File: config.mk
export PLATFORM = sky130hd
export DESIGN_NAME = axi_rd_arbiter_flat
export DESIGN_NICKNAME = d
export VERILOG_FILES = /design/src/rtl/axi_rd_arbiter_if.sv /design/src/rtl/axi_rd_arbiter.sv /design/src/flat_wrapper.sv
export SDC_FILE = /design/constraint.sdc
export NUM_CORES = 1
export LEC_CHECK = 0
export CAP_MARGIN = 10
export CORE_MARGIN = 3
export CORE_UTILIZATION = 29
export CTS_CLUSTER_SIZE = 30
export DETAILED_ROUTE_END_ITERATION = 16
export PLACE_DENSITY = 0.8
export SETUP_SLACK_MARGIN = 0.4
export SYNTH_ARGS = -nofsm -noshare
export SYNTH_HDL_FRONTEND = slang
export SYNTH_SLANG_ARGS = --single-unit
File: constraint.sdc
create_clock -name aclk -period 1.3 [get_ports aclk]
set_input_delay 0.13 -clock aclk [delete_from_list [all_inputs] [get_ports aclk]]
set_output_delay 0.13 -clock aclk [all_outputs]
set_load 0.01 [all_outputs]
File: src/rtl/axi_rd_arbiter_if.sv
// Signal bundle between the read arbiter, its two requesters (inst, data) and the AXI AR/R channel.
// Every valid/ready pair transfers exactly when both are high at a rising aclk edge; the source holds valid and payload stable until then.
interface axi_rd_arbiter_if #(
  parameter int ADDR_W = 32,
  parameter int DATA_W = 32
);
  logic              inst_req_valid;
  logic              inst_req_ready;
  logic [ADDR_W-1:0] inst_req_addr;
  logic [7:0]        inst_req_len;
  logic [2:0]        inst_req_size;
  logic              inst_resp_valid;
  logic              inst_resp_ready;
  logic [DATA_W-1:0] inst_resp_data;
  logic              inst_resp_last;
  logic              inst_resp_err;

  logic              data_req_valid;
  logic              data_req_ready;
  logic [ADDR_W-1:0] data_req_addr;
  logic [7:0]        data_req_len;
  logic [2:0]        data_req_size;
  logic              data_resp_valid;
  logic              data_resp_ready;
  logic [DATA_W-1:0] data_resp_data;
  logic              data_resp_last;
  logic              data_resp_err;

  logic [3:0]        arid;
  logic [ADDR_W-1:0] araddr;
  logic [7:0]        arlen;
  logic [2:0]        arsize;
  logic [1:0]        arburst;
  logic [1:0]        arlock;
  logic [3:0]        arcache;
  logic [2:0]        arprot;
  logic              arvalid;
  logic              arready;

  logic [3:0]        rid;
  logic [DATA_W-1:0] rdata;
  logic [1:0]        rresp;
  logic              rlast;
  logic              rvalid;
  logic              rready;

  modport master (
    input  inst_req_valid, inst_req_addr, inst_req_len, inst_req_size, inst_resp_ready,
    output inst_req_ready, inst_resp_valid, inst_resp_data, inst_resp_last, inst_resp_err,
    input  data_req_valid, data_req_addr, data_req_len, data_req_size, data_resp_ready,
    output data_req_ready, data_resp_valid, data_resp_data, data_resp_last, data_resp_err,
    output arid, araddr, arlen, arsize, arburst, arlock, arcache, arprot, arvalid,
    input  arready,
    input  rid, rdata, rresp, rlast, rvalid,
    output rready
  );

  modport slave (
    output inst_req_valid, inst_req_addr, inst_req_len, inst_req_size, inst_resp_ready,
    input  inst_req_ready, inst_resp_valid, inst_resp_data, inst_resp_last, inst_resp_err,
    output data_req_valid, data_req_addr, data_req_len, data_req_size, data_resp_ready,
    input  data_req_ready, data_resp_valid, data_resp_data, data_resp_last, data_resp_err,
    input  arid, araddr, arlen, arsize, arburst, arlock, arcache, arprot, arvalid,
    output arready,
    output rid, rdata, rresp, rlast, rvalid,
    input  rready
  );
endinterface

File: src/rtl/axi_rd_arbiter.sv
// Two-requester AXI read arbiter (inst fetch / dcache miss), one outstanding burst at a time.
// Define ARB_RR_EN for round-robin tie-breaking; otherwise data has fixed priority over inst.
module axi_rd_arbiter #(
  parameter int ADDR_W = 32,
  parameter int DATA_W = 32
) (
  input  logic             aclk,
  input  logic             aresetn,
  axi_rd_arbiter_if.master bus,
  output logic [1:0]       dbg_state_o
);
  typedef enum logic [1:0] {
    IDLE = 2'd0,
    ADDR = 2'd1,
    DATA = 2'd2
  } state_t;

  state_t            state_q, state_d;
  logic              owner_q, owner_d;
  logic [ADDR_W-1:0] addr_q, addr_d;
  logic [7:0]        len_q, len_d;
  logic [2:0]        size_q, size_d;
  logic              any_req;
  logic              win;
  logic              rready_c;
  logic              unused_r;

  assign any_req = bus.inst_req_valid | bus.data_req_valid;

`ifdef ARB_RR_EN
  logic last_owner_q, last_owner_d;

  // Reset value 0 marks inst as last served, so data takes the first tie.
  assign win = (bus.inst_req_valid && bus.data_req_valid) ? ~last_owner_q : bus.data_req_valid;

  always_comb begin
    last_owner_d = last_owner_q;
    if (state_q == IDLE && any_req) last_owner_d = win;
  end

  always_ff @(posedge aclk or negedge aresetn) begin
    if (!aresetn) last_owner_q <= 1'b0;
    else          last_owner_q <= last_owner_d;
  end
`else
  assign win = bus.data_req_valid;
`endif

  always_ff @(posedge aclk or negedge aresetn) begin
    if (!aresetn) begin
      state_q <= IDLE;
      owner_q <= 1'b0;
      addr_q  <= '0;
      len_q   <= '0;
      size_q  <= '0;
    end else begin
      state_q <= state_d;
      owner_q <= owner_d;
      addr_q  <= addr_d;
      len_q   <= len_d;
      size_q  <= size_d;
    end
  end

  always_comb begin
    state_d              = state_q;
    owner_d              = owner_q;
    addr_d               = addr_q;
    len_d                = len_q;
    size_d               = size_q;
    rready_c             = 1'b0;
    bus.arvalid          = 1'b0;
    bus.inst_req_ready   = 1'b0;
    bus.data_req_ready   = 1'b0;
    bus.inst_resp_valid  = 1'b0;
    bus.data_resp_valid  = 1'b0;
    bus.inst_resp_last   = 1'b0;
    bus.data_resp_last   = 1'b0;
    bus.inst_resp_err    = 1'b0;
    bus.data_resp_err    = 1'b0;
    case (state_q)
      IDLE: begin
        if (any_req) begin
          owner_d = win;
          addr_d  = win ? bus.data_req_addr : bus.inst_req_addr;
          len_d   = win ? bus.data_req_len  : bus.inst_req_len;
          size_d  = win ? bus.data_req_size : bus.inst_req_size;
          state_d = ADDR;
        end
      end
      ADDR: begin
        bus.arvalid = 1'b1;
        if (bus.arready) begin
          bus.inst_req_ready = ~owner_q;
          bus.data_req_ready = owner_q;
          state_d            = DATA;
        end
      end
      DATA: begin
        // R beats pass straight through to the registered owner; the other side stays quiet.
        rready_c            = owner_q ? bus.data_resp_ready : bus.inst_resp_ready;
        bus.inst_resp_valid = ~owner_q & bus.rvalid;
        bus.data_resp_valid = owner_q & bus.rvalid;
        bus.inst_resp_last  = ~owner_q & bus.rlast;
        bus.data_resp_last  = owner_q & bus.rlast;
        bus.inst_resp_err   = ~owner_q & bus.rresp[1];
        bus.data_resp_err   = owner_q & bus.rresp[1];
        if (bus.rvalid && rready_c && bus.rlast) state_d = IDLE;
      end
      default: state_d = IDLE;
    endcase
  end

  assign bus.rready         = rready_c;
  assign bus.inst_resp_data = bus.rdata;
  assign bus.data_resp_data = bus.rdata;

  assign bus.arid    = {3'b000, owner_q};
  assign bus.araddr  = addr_q;
  assign bus.arlen   = len_q;
  assign bus.arsize  = size_q;
  assign bus.arburst = 2'b01;
  assign bus.arlock  = 2'b00;
  assign bus.arcache = 4'b0000;
  assign bus.arprot  = 3'b000;

  assign dbg_state_o = state_q;

  // Routing relies on the registered owner, so rid and rresp[0] carry nothing we need.
  assign unused_r = ^{bus.rid, bus.rresp[0]};
endmodule

File: src/flat_wrapper.sv
// flat-port wrapper written by rule: the top's interface ports become plain ports
module axi_rd_arbiter_flat 
#(
  parameter int ADDR_W = 32,
  parameter int DATA_W = 32
)
  (aclk, aresetn, dbg_state_o, bus_inst_req_valid, bus_inst_req_addr, bus_inst_req_len, bus_inst_req_size, bus_inst_resp_ready, bus_inst_req_ready, bus_inst_resp_valid, bus_inst_resp_data, bus_inst_resp_last, bus_inst_resp_err, bus_data_req_valid, bus_data_req_addr, bus_data_req_len, bus_data_req_size, bus_data_resp_ready, bus_data_req_ready, bus_data_resp_valid, bus_data_resp_data, bus_data_resp_last, bus_data_resp_err, bus_arid, bus_araddr, bus_arlen, bus_arsize, bus_arburst, bus_arlock, bus_arcache, bus_arprot, bus_arvalid, bus_arready, bus_rid, bus_rdata, bus_rresp, bus_rlast, bus_rvalid, bus_rready);
  axi_rd_arbiter_if #(.ADDR_W(ADDR_W), .DATA_W(DATA_W)) bus_i ();
  input  logic aclk;
  input  logic aresetn;
  output logic [1:0] dbg_state_o;
  input wire logic [$bits(bus_i.inst_req_valid)-1:0] bus_inst_req_valid;
  input wire logic [$bits(bus_i.inst_req_addr)-1:0] bus_inst_req_addr;
  input wire logic [$bits(bus_i.inst_req_len)-1:0] bus_inst_req_len;
  input wire logic [$bits(bus_i.inst_req_size)-1:0] bus_inst_req_size;
  input wire logic [$bits(bus_i.inst_resp_ready)-1:0] bus_inst_resp_ready;
  output wire logic [$bits(bus_i.inst_req_ready)-1:0] bus_inst_req_ready;
  output wire logic [$bits(bus_i.inst_resp_valid)-1:0] bus_inst_resp_valid;
  output wire logic [$bits(bus_i.inst_resp_data)-1:0] bus_inst_resp_data;
  output wire logic [$bits(bus_i.inst_resp_last)-1:0] bus_inst_resp_last;
  output wire logic [$bits(bus_i.inst_resp_err)-1:0] bus_inst_resp_err;
  input wire logic [$bits(bus_i.data_req_valid)-1:0] bus_data_req_valid;
  input wire logic [$bits(bus_i.data_req_addr)-1:0] bus_data_req_addr;
  input wire logic [$bits(bus_i.data_req_len)-1:0] bus_data_req_len;
  input wire logic [$bits(bus_i.data_req_size)-1:0] bus_data_req_size;
  input wire logic [$bits(bus_i.data_resp_ready)-1:0] bus_data_resp_ready;
  output wire logic [$bits(bus_i.data_req_ready)-1:0] bus_data_req_ready;
  output wire logic [$bits(bus_i.data_resp_valid)-1:0] bus_data_resp_valid;
  output wire logic [$bits(bus_i.data_resp_data)-1:0] bus_data_resp_data;
  output wire logic [$bits(bus_i.data_resp_last)-1:0] bus_data_resp_last;
  output wire logic [$bits(bus_i.data_resp_err)-1:0] bus_data_resp_err;
  output wire logic [$bits(bus_i.arid)-1:0] bus_arid;
  output wire logic [$bits(bus_i.araddr)-1:0] bus_araddr;
  output wire logic [$bits(bus_i.arlen)-1:0] bus_arlen;
  output wire logic [$bits(bus_i.arsize)-1:0] bus_arsize;
  output wire logic [$bits(bus_i.arburst)-1:0] bus_arburst;
  output wire logic [$bits(bus_i.arlock)-1:0] bus_arlock;
  output wire logic [$bits(bus_i.arcache)-1:0] bus_arcache;
  output wire logic [$bits(bus_i.arprot)-1:0] bus_arprot;
  output wire logic [$bits(bus_i.arvalid)-1:0] bus_arvalid;
  input wire logic [$bits(bus_i.arready)-1:0] bus_arready;
  input wire logic [$bits(bus_i.rid)-1:0] bus_rid;
  input wire logic [$bits(bus_i.rdata)-1:0] bus_rdata;
  input wire logic [$bits(bus_i.rresp)-1:0] bus_rresp;
  input wire logic [$bits(bus_i.rlast)-1:0] bus_rlast;
  input wire logic [$bits(bus_i.rvalid)-1:0] bus_rvalid;
  output wire logic [$bits(bus_i.rready)-1:0] bus_rready;
  assign bus_i.inst_req_valid = bus_inst_req_valid;
  assign bus_i.inst_req_addr = bus_inst_req_addr;
  assign bus_i.inst_req_len = bus_inst_req_len;
  assign bus_i.inst_req_size = bus_inst_req_size;
  assign bus_i.inst_resp_ready = bus_inst_resp_ready;
  assign bus_inst_req_ready = bus_i.inst_req_ready;
  assign bus_inst_resp_valid = bus_i.inst_resp_valid;
  assign bus_inst_resp_data = bus_i.inst_resp_data;
  assign bus_inst_resp_last = bus_i.inst_resp_last;
  assign bus_inst_resp_err = bus_i.inst_resp_err;
  assign bus_i.data_req_valid = bus_data_req_valid;
  assign bus_i.data_req_addr = bus_data_req_addr;
  assign bus_i.data_req_len = bus_data_req_len;
  assign bus_i.data_req_size = bus_data_req_size;
  assign bus_i.data_resp_ready = bus_data_resp_ready;
  assign bus_data_req_ready = bus_i.data_req_ready;
  assign bus_data_resp_valid = bus_i.data_resp_valid;
  assign bus_data_resp_data = bus_i.data_resp_data;
  assign bus_data_resp_last = bus_i.data_resp_last;
  assign bus_data_resp_err = bus_i.data_resp_err;
  assign bus_arid = bus_i.arid;
  assign bus_araddr = bus_i.araddr;
  assign bus_arlen = bus_i.arlen;
  assign bus_arsize = bus_i.arsize;
  assign bus_arburst = bus_i.arburst;
  assign bus_arlock = bus_i.arlock;
  assign bus_arcache = bus_i.arcache;
  assign bus_arprot = bus_i.arprot;
  assign bus_arvalid = bus_i.arvalid;
  assign bus_i.arready = bus_arready;
  assign bus_i.rid = bus_rid;
  assign bus_i.rdata = bus_rdata;
  assign bus_i.rresp = bus_rresp;
  assign bus_i.rlast = bus_rlast;
  assign bus_i.rvalid = bus_rvalid;
  assign bus_rready = bus_i.rready;
  axi_rd_arbiter #(.ADDR_W(ADDR_W), .DATA_W(DATA_W)) u_core (.aclk(aclk), .aresetn(aresetn), .bus(bus_i), .dbg_state_o(dbg_state_o));
endmodule
### Word-level counts from Yosys, hierarchy flattened

Index checks and enable logic that the tools add are counted.

| storage, ports and cells | value |
|---|---|
| flip-flop bits (word level) | 46 |
| word-level logic and storage cells | 43 |
| bits of input ports | 133 |
| output and inout port bits | 134 |

| operators by class | value |
|---|---|
| mux-type cells | 20 |
| bitwise logic cells | 8 |
| equal/unequal tests | 5 |
| reductions and logical operators | 5 |

Operators by type and width:

| kind | count |
|---|---|
| two-way mux 32 bit | 1 |
| two-way mux 1 bit | 13 |
| two-way mux 8 bit | 1 |
| AND 1 bit | 6 |
| two-way mux 2 bit | 3 |
| one-hot mux 2 bit (3 select lines) | 1 |
| inequality test 2 x 1 -> 1 bit, second input constant | 2 |
| two-way mux 3 bit | 1 |
| AND reduction 3 bit | 1 |
| == test 2 x 1 -> 1 bit, second input constant | 1 |
| == test 2 bit, second input constant | 1 |
| logical AND 1 bit | 2 |
| zero test 2 bit | 1 |
| inequality test 2 bit, second input constant | 1 |
| AND reduction 2 bit | 1 |
| inverter 1 bit | 1 |
| bitwise OR 1 bit | 1 |

### Longest topological paths before layout

Gate-level depths: netlist of run 1.

| logic depth | value |
|---|---|
| depth after elaboration | 5 |
| depth in mapped cells | 5 |
| depth with buffers taken out | 3 |

### Worst setup path before layout of run 1

OpenSTA, ideal clock, no wires.

| timing path | value |
|---|---|
| path kind | reg2reg |
| start point | reg u_core.state_q[0], in the netlist u_core.dbg_state_o[0] |
| end point | reg u_core.addr_q[11], in the netlist u_core.bus.araddr[11] |
| required time | 1.175 ns |
| data arrival time | 1.326 ns |
| stages on the path, launching flop included | 6 |
| period minus slack after synthesis | 1.451 ns |
| slack | -0.151 ns |
| setup time | 0.125 ns |
| buffers on the path | 2 |
| cells stage by stage | dfrtp_1 -> nor2_1 -> o21a_1 -> buf_6 -> buf_12 -> mux2_4 |

| between the ends | value |
|---|---|
| longest elaborated chain between the ends | 2 |

Ends and longest elaborated chain:

| what | RTL line | text |
|---|---|---|
| start, declared | axi_rd_arbiter.sv:18 | `state_t state_q, state_d;` |
| start signal, assigned | axi_rd_arbiter.sv:57 | `state_q <= state_d;` |
| zero test 2 bit | axi_rd_arbiter.sv:81 | `case (state_q)` |
| AND reduction 2 bit (no line) | n/a |  |
| end signal, assigned | axi_rd_arbiter.sv:59 | `addr_q <= addr_d;` |
| end, declared | axi_rd_arbiter.sv:20 | `logic [ADDR_W-1:0] addr_q, addr_d;` |

Every way passes these cells.
A chain may end at the register's enable or synchronous reset.

### Worst setup path in the final report of run 1

| timing path | value |
|---|---|
| start point | reg u_core.state_q[1], in the netlist u_core.dbg_state_o[1] |
| end point | reg u_core.owner_q |

| between the ends | value |
|---|---|
| longest elaborated chain between the ends | 2 |

Ends and longest elaborated chain:

| what | RTL line | text |
|---|---|---|
| zero test 2 bit | axi_rd_arbiter.sv:81 |  |
| AND reduction 2 bit (no line) | n/a |  |
| end signal, assigned | axi_rd_arbiter.sv:58 | `owner_q <= owner_d;` |
| end, declared | axi_rd_arbiter.sv:19 | `logic owner_q, owner_d;` |

Every way passes these cells.

==> results.json, run 1 <==
{
  "cp.arrival_ns": 1.74,
  "syn_inst": 247,
  "violations": "negative hold slack, negative setup slack",
  "fin_area_um2": 5040,
  "hold_viol": 20,
  "drive_above_1_share": 0.606,
  "ys_seq_area_frac": 0.368,
  "dieArea_um2": 12100,
  "cts_buffers": 5,
  "syn_area_per_cell_um2": 12.7,
  "clk_pin_slew_worst_paths_ns": 0.09,
  "total_power_mw": 10.7,
  "startpoint_type": "flip-flop",
  "clock_latency_ns": 0.29,
  "end_kind": "flip-flop",
  "numPortBuffers": 151,
  "die_w_um": 110,
  "wl_per_cell_um": 16.8,
  "seq_area_um2": 1150,
  "final-setup-viol-count": 58,
  "rows": 37,
  "remaining_drc_errors": 0,
  "critPathKind": "reg -> reg",
  "period_share": 1.20,
  "synthTopCellsByArea": "dfrtp_1 37%, buf_4 19%, mux2_4 19%",
  "grtUsageTotal": 0.141,
  "irDropWorstVdd_mv": 0.974,
  "min_period_ns": 1.56,
  "max_freq_ghz": 0.641,
  "core_area_um2": 10400,
  "gp_congestion": 0.689,
  "rsz0062_at_grt": "yes",
  "synth-seq-cells": 46,
  "tightest_slew_ns": 0.538,
  "n_fill_cell": 944,
  "initial_core_util": 0.300,
  "fin_util": 0.484,
  "grt_pass1_vias": 2436,
  "io_pins": 267,
  "numClockSinks": 46,
  "r2r_slack_ns": -0.26,
  "slew_headroom": 0.642,
  "grt-ovfl-total": 0,
  "nNetsFinal": 530,
  "p_per_area_nw_per_um2": 2120,
  "min_path_type": "in -> async",
  "finClkSkew_ns": 0.00240,
  "p_leak_nw": 2.33,
  "r2r-start": "u_core.dbg_state_o[1]",
  "syn_area_um2": 3130,
  "synth_cell_types": 21,
  "drv_cap": 0,
  "critPathRequiredTime_ns": 1.49,
  "diodes": 0,
  "synth_largest_area_cell": "dfrtp_1",
  "fp.dieH_um": 110,
  "layout_setup_ws_ns": -0.260,
  "crit_start": "u_core.dbg_state_o[1]",
  "viasPerCell": 4.20,
  "dp_cells": 469,
  "vias": 2242,
  "holdWs_ns": -0.198,
  "slew_violations": 0,
  "instances_no_fill": 534,
  "synth_warnings": 0,
  "grt_max_degree": 29,
  "clk_path_buf_depth": 2,
  "ant_nets": 0,
  "hpwl_um": 6090,
  "cts_root_buf": "clkbuf_8",
  "antenna_found_initial": 0,
  "placed_area_um2": 4300,
  "outcome": "finished with violations",
  "multiInputGateArea_um2": 1420,
  "yosys.area.top_type_share": 0.368,
  "cp_max_fo": 3,
  "drt-initial-drc-count": 38,
  "area_growth_pct": 61.2,
  "cts_max_level": 2,
  "first_pass_iters": 4,
  "dp_slack_ns": -0.292,
  "wirelength_um": 8980,
  "setup_tns_ns": -12.14,
  "cts_tree": "yes",
  "grt_pass1_wl_um": 12900
}
## worst paths after layout
| kind | end | cells after the start |
|---|---|---|
| hold / removal | u_core.bus.araddr[17] | 1 |
| setup reg to reg | u_core.owner_q | 10 |
| max in group asynchronous | u_core.bus.araddr[4] | 2 |
| setup / recovery | u_core.owner_q | 10 |
| min in group aclk | bus_data_resp_data[30] | 0 |
| hold reg to reg | u_core.bus.araddr[19] | 1 |
## Yosys cell counts, drive strengths merged
cell     n
inv      1
nand2    4
nand2b   1
nor2b    2
mux2i    1
clkbuf   1
buf     89
dfrtp   46
a22o     1
mux2    86
o21a     1
nor3b    3
o21ai    1
nor2     3
a21o     1
and3     4
conb     2
## where the power goes
group          internal, mW  total [mW]  switching [mW]  leakage [nW]
registers              2.18        2.68           0.500         0.536
clock network         0.577        1.10           0.521        0.0585
logic                  4.60        6.92            2.32          1.73
## critical path, stage by stage (launching register included)
cell and delay, ns:
dfrtp_2 0.44, buf_6 0.13, nor2_4 0.11, buf_4 0.12, buf_6 0.08, buf_6 0.08, buf_6 0.08, buf_6 0.08
buf_6 0.08, nand2_2 0.04, a22o_1 0.20
## routing by layer
layer  vias up  GRT usage  share of wire
met3        36     0.0435          0.078
met5         -          0              0
met2       101      0.255           0.55
met4         0     0.0552          0.023
li1       1038          -              -
met1      1067      0.153           0.35
## timing repair
| action | 4_1_cts | 5_1_grt |
|---|---|---|
| pin swaps | 2 | 10 |
| setup endpoints to repair | 102 | 102 |
| gates resized for setup | 278 | 35 |
| cloned | 4 | 0 |
| endpoints found under the hold margin | 20 | 20 |
| buffers inserted | 32 | 21 |
## registers in the layout (all words and copies together) (netlist names)
| register | flops |
|---|---|
| u_core.dbg_state_o | 2 |
| u_core.bus.arlen | 8 |
| u_core.bus.araddr | 32 |
| u_core.owner_q | 1 |
| u_core.bus.arsize | 3 |
## layout make-up
class | count | share of cell area
clock buffers | 5 | 0.0136
clock inverters | 3 | 0.00868
inverters | 1 | 0.000744
multi-input cells | 122 | 0.282
flip-flops and latches | 46 | 0.229
well taps | 136 | 0.0337
repair buffers | 221 | 0.432
## logic make-up (layout without fill, tap and decap cells)
family                 after synthesis  count (layout)  share of synthesized area
AO/OA/AOI/OAI                        4               4                    0.00920
buffers and inverters               91             230                      0.231
flip-flops                          46              46                      0.368
multiplexers                        87              87                      0.360
other                                2              14                    0.00240
AND/OR/NAND/NOR                     17              17                     0.0296
## placed cells by master (no fill, tap or decap), types with 3 or more instances in the layout
master | netlist | routed
clkdlybuf4s50_1 | 0 | 93
and3_4 | 0 | 3
buf_6 | 2 | 58
dfrtp_1 | 46 | 44
clkbuf_8 | 0 | 5
buf_2 | 4 | 29
buf_4 | 79 | 32
conb_1 | 2 | 14
buf_16 | 0 | 4
mux2_4 | 39 | 42
buf_12 | 4 | 5
mux2_2 | 47 | 44
Power figures use the tool's default switching activity.
==> inputs of run 2 (changes only) <==
--- a/config.mk
+++ b/config.mk
@@ -6,6 +6,7 @@
 export NUM_CORES = 1
 export LEC_CHECK = 0
 export CAP_MARGIN = 10
+export CORE_ASPECT_RATIO = 1.1
 export CORE_MARGIN = 3
 export CORE_UTILIZATION = 29
 export CTS_CLUSTER_SIZE = 30
==> run 2 against run 1 <==
The run still ends with negative hold slack, negative setup slack left. Design area is 6.4% lower. Combinational power fell by 17%. Worst setup slack better by 0.12 ns. Sequential share of layout area grew 1.6 points. Sequential cell count unchanged. Critical endpoint is now u_core.bus.araddr[26]. Clock-buffer cell count unchanged. Cell count down 3.4%. Clock skew hardly changed. Sequential power about the same. Utilization down 3.2 points. Routed wire length shrank 9.8%. Critical path type unchanged.
==> results.json, run 2 (synthesis results as in run 1) <==
{
  "hpwl_um": 5960,
  "slew_headroom": 0.643,
  "wl_per_cell_um": 15.7,
  "grt_pass1_vias": 2392,
  "violations": "negative hold slack, negative setup slack",
  "final_common_cell": "clkdlybuf4s50_1",
  "fin_area_um2": 4720,
  "grt-ovfl-total": 0,
  "final-setup-viol-count": 52,
  "initial_core_util": 0.300,
  "cts_buffers": 5,
  "wirelength_um": 8100,
  "cp_max_fo": 6,
  "period_share": 1.11,
  "drive_above_1_share": 0.574,
  "grtUsageTotal": 0.128,
  "max_freq_ghz": 0.695,
  "grt_pass1_wl_um": 12200,
  "outcome": "finished with violations",
  "io_pins": 267,
  "finClkSkew_ns": 0.00287,
  "holdWs_ns": -0.174,
  "clk_pin_slew_worst_paths_ns": 0.06,
  "nNetsFinal": 506,
  "total_power_mw": 9.65,
  "drv_cap": 0,
  "fp.dieH_um": 115,
  "end_kind": "flip-flop",
  "clock_latency_ns": 0.28,
  "p_per_area_nw_per_um2": 2040,
  "numClockSinks": 46,
  "min_path_type": "in -> async",
  "cts_tree": "yes",
  "drt-initial-drc-count": 22,
  "layout_setup_ws_ns": -0.139,
  "grt_max_degree": 27,
  "dieArea_um2": 12100,
  "slew_violations": 0,
  "first_pass_iters": 2,
  "remaining_drc_errors": 0,
  "rows": 39,
  "setup_tns_ns": -5.53,
  "core_area_um2": 10400,
  "numPortBuffers": 151,
  "viasPerCell": 4.17,
  "p_leak_nw": 2.17,
  "cp.arrival_ns": 1.60,
  "antenna_found_initial": 0,
  "vias": 2150,
  "placed_area_um2": 4320,
  "critPathKind": "reg -> reg",
  "r2r-start": "u_core.dbg_state_o[0]",
  "cts_root_buf": "clkbuf_16",
  "tightest_slew_ns": 0.535,
  "diodes": 0,
  "hold_viol": 20,
  "largest_register_ffs": 32,
  "rsz0062_at_grt": "yes",
  "ant_nets": 0,
  "clk_path_buf_depth": 2,
  "area_growth_pct": 51.0,
  "critPathRequiredTime_ns": 1.47,
  "gp_congestion": 0.742,
  "cts_max_level": 2,
  "startpoint_type": "flip-flop",
  "min_period_ns": 1.44,
  "irDropWorstVdd_mv": 1.02,
  "die_w_um": 105,
  "reg2regPathDepth": 5,
  "crit_start": "u_core.dbg_state_o[0]",
  "final_cell_mix": "93 x clkdlybuf4s50_1, 43 x mux2_2, 43 x mux2_4, 43 x dfrtp_1, 36 x buf_2"
}
-- run 2: cell count changes in the layout (fill, tap and decap cells not counted), sizes merged --
cell / previous run / this run
buf: 128 / 104
bufinv: 1 / 0
clkinv: 1 / 2
inv: 2 / 1
-- run 2: worst paths after layout --
kind / end / slack (ns)
worst min-delay path: u_core.bus.araddr[28] / -0.17
max in group asynchronous: u_core.bus.araddr[20] / 0.96
worst max register to register: u_core.bus.araddr[26] / -0.14
worst min register to register: u_core.bus.araddr[2] / 0.51
min in group aclk: u_core.owner_q / 0.23
worst max-delay path: u_core.bus.araddr[26] / -0.14
-- run 2: repair_timing --
action / CTS / global route
resized for setup: 256 / 19
pin swaps: 4 / 1
setup buffers: 19 / 13
cloned: 2 / 0
endpoints found under the setup margin: 102 / 102
endpoints found under the hold margin: 20 / 20
-- run 2: per-layer routing --
layer	vias up	wire [um]	track usage
li1	988	-	-
met5	-	0	0
met3	33	683	0.0438
met2	130	4390	0.249
met1	999	2700	0.118
met4	0	328	0.0682
-- run 2: cell type report --
| class | instances | area (um^2) |
|---|---|---|
| fillers | 994 | 5720 |
| repair buffers | 197 | 1850 |
| multi-input cells | 122 | 1400 |
| flip-flops and latches | 46 | 1150 |
| well taps | 143 | 179 |
| clock buffers | 5 | 125 |
| clock inverters | 2 | 10.0 |
| inverters | 1 | 3.75 |
-- run 2: power by group --
| part | internal (mW) | switching (mW) |
|---|---|---|
| combinational | 3.78 | 1.95 |
| sequential | 2.19 | 0.524 |
| clock | 0.695 | 0.514 |
-- run 2: per-stage QoR --
step           worst slack, ns  utilization  cells  hold WS (ns)
5_1_grt                 -0.184        0.452    516        -0.145
3_5_place_dp            -0.235        0.414    475         0.144
4_1_cts                 -0.119        0.433    503        -0.160
2_1_floorplan           -0.125            -    259        -0.166
6_report                -0.139        0.452    516        -0.174
3_3_place_gp            -0.189        0.414    475         0.131
-- run 2: worst max-delay path, stage by stage (launching register included) --
cell and delay [ns]:
dfrtp_2 0.45, nor2_4 0.14, o21a_4 0.19, buf_12 0.13
buf_16 0.12, mux2_4 0.29
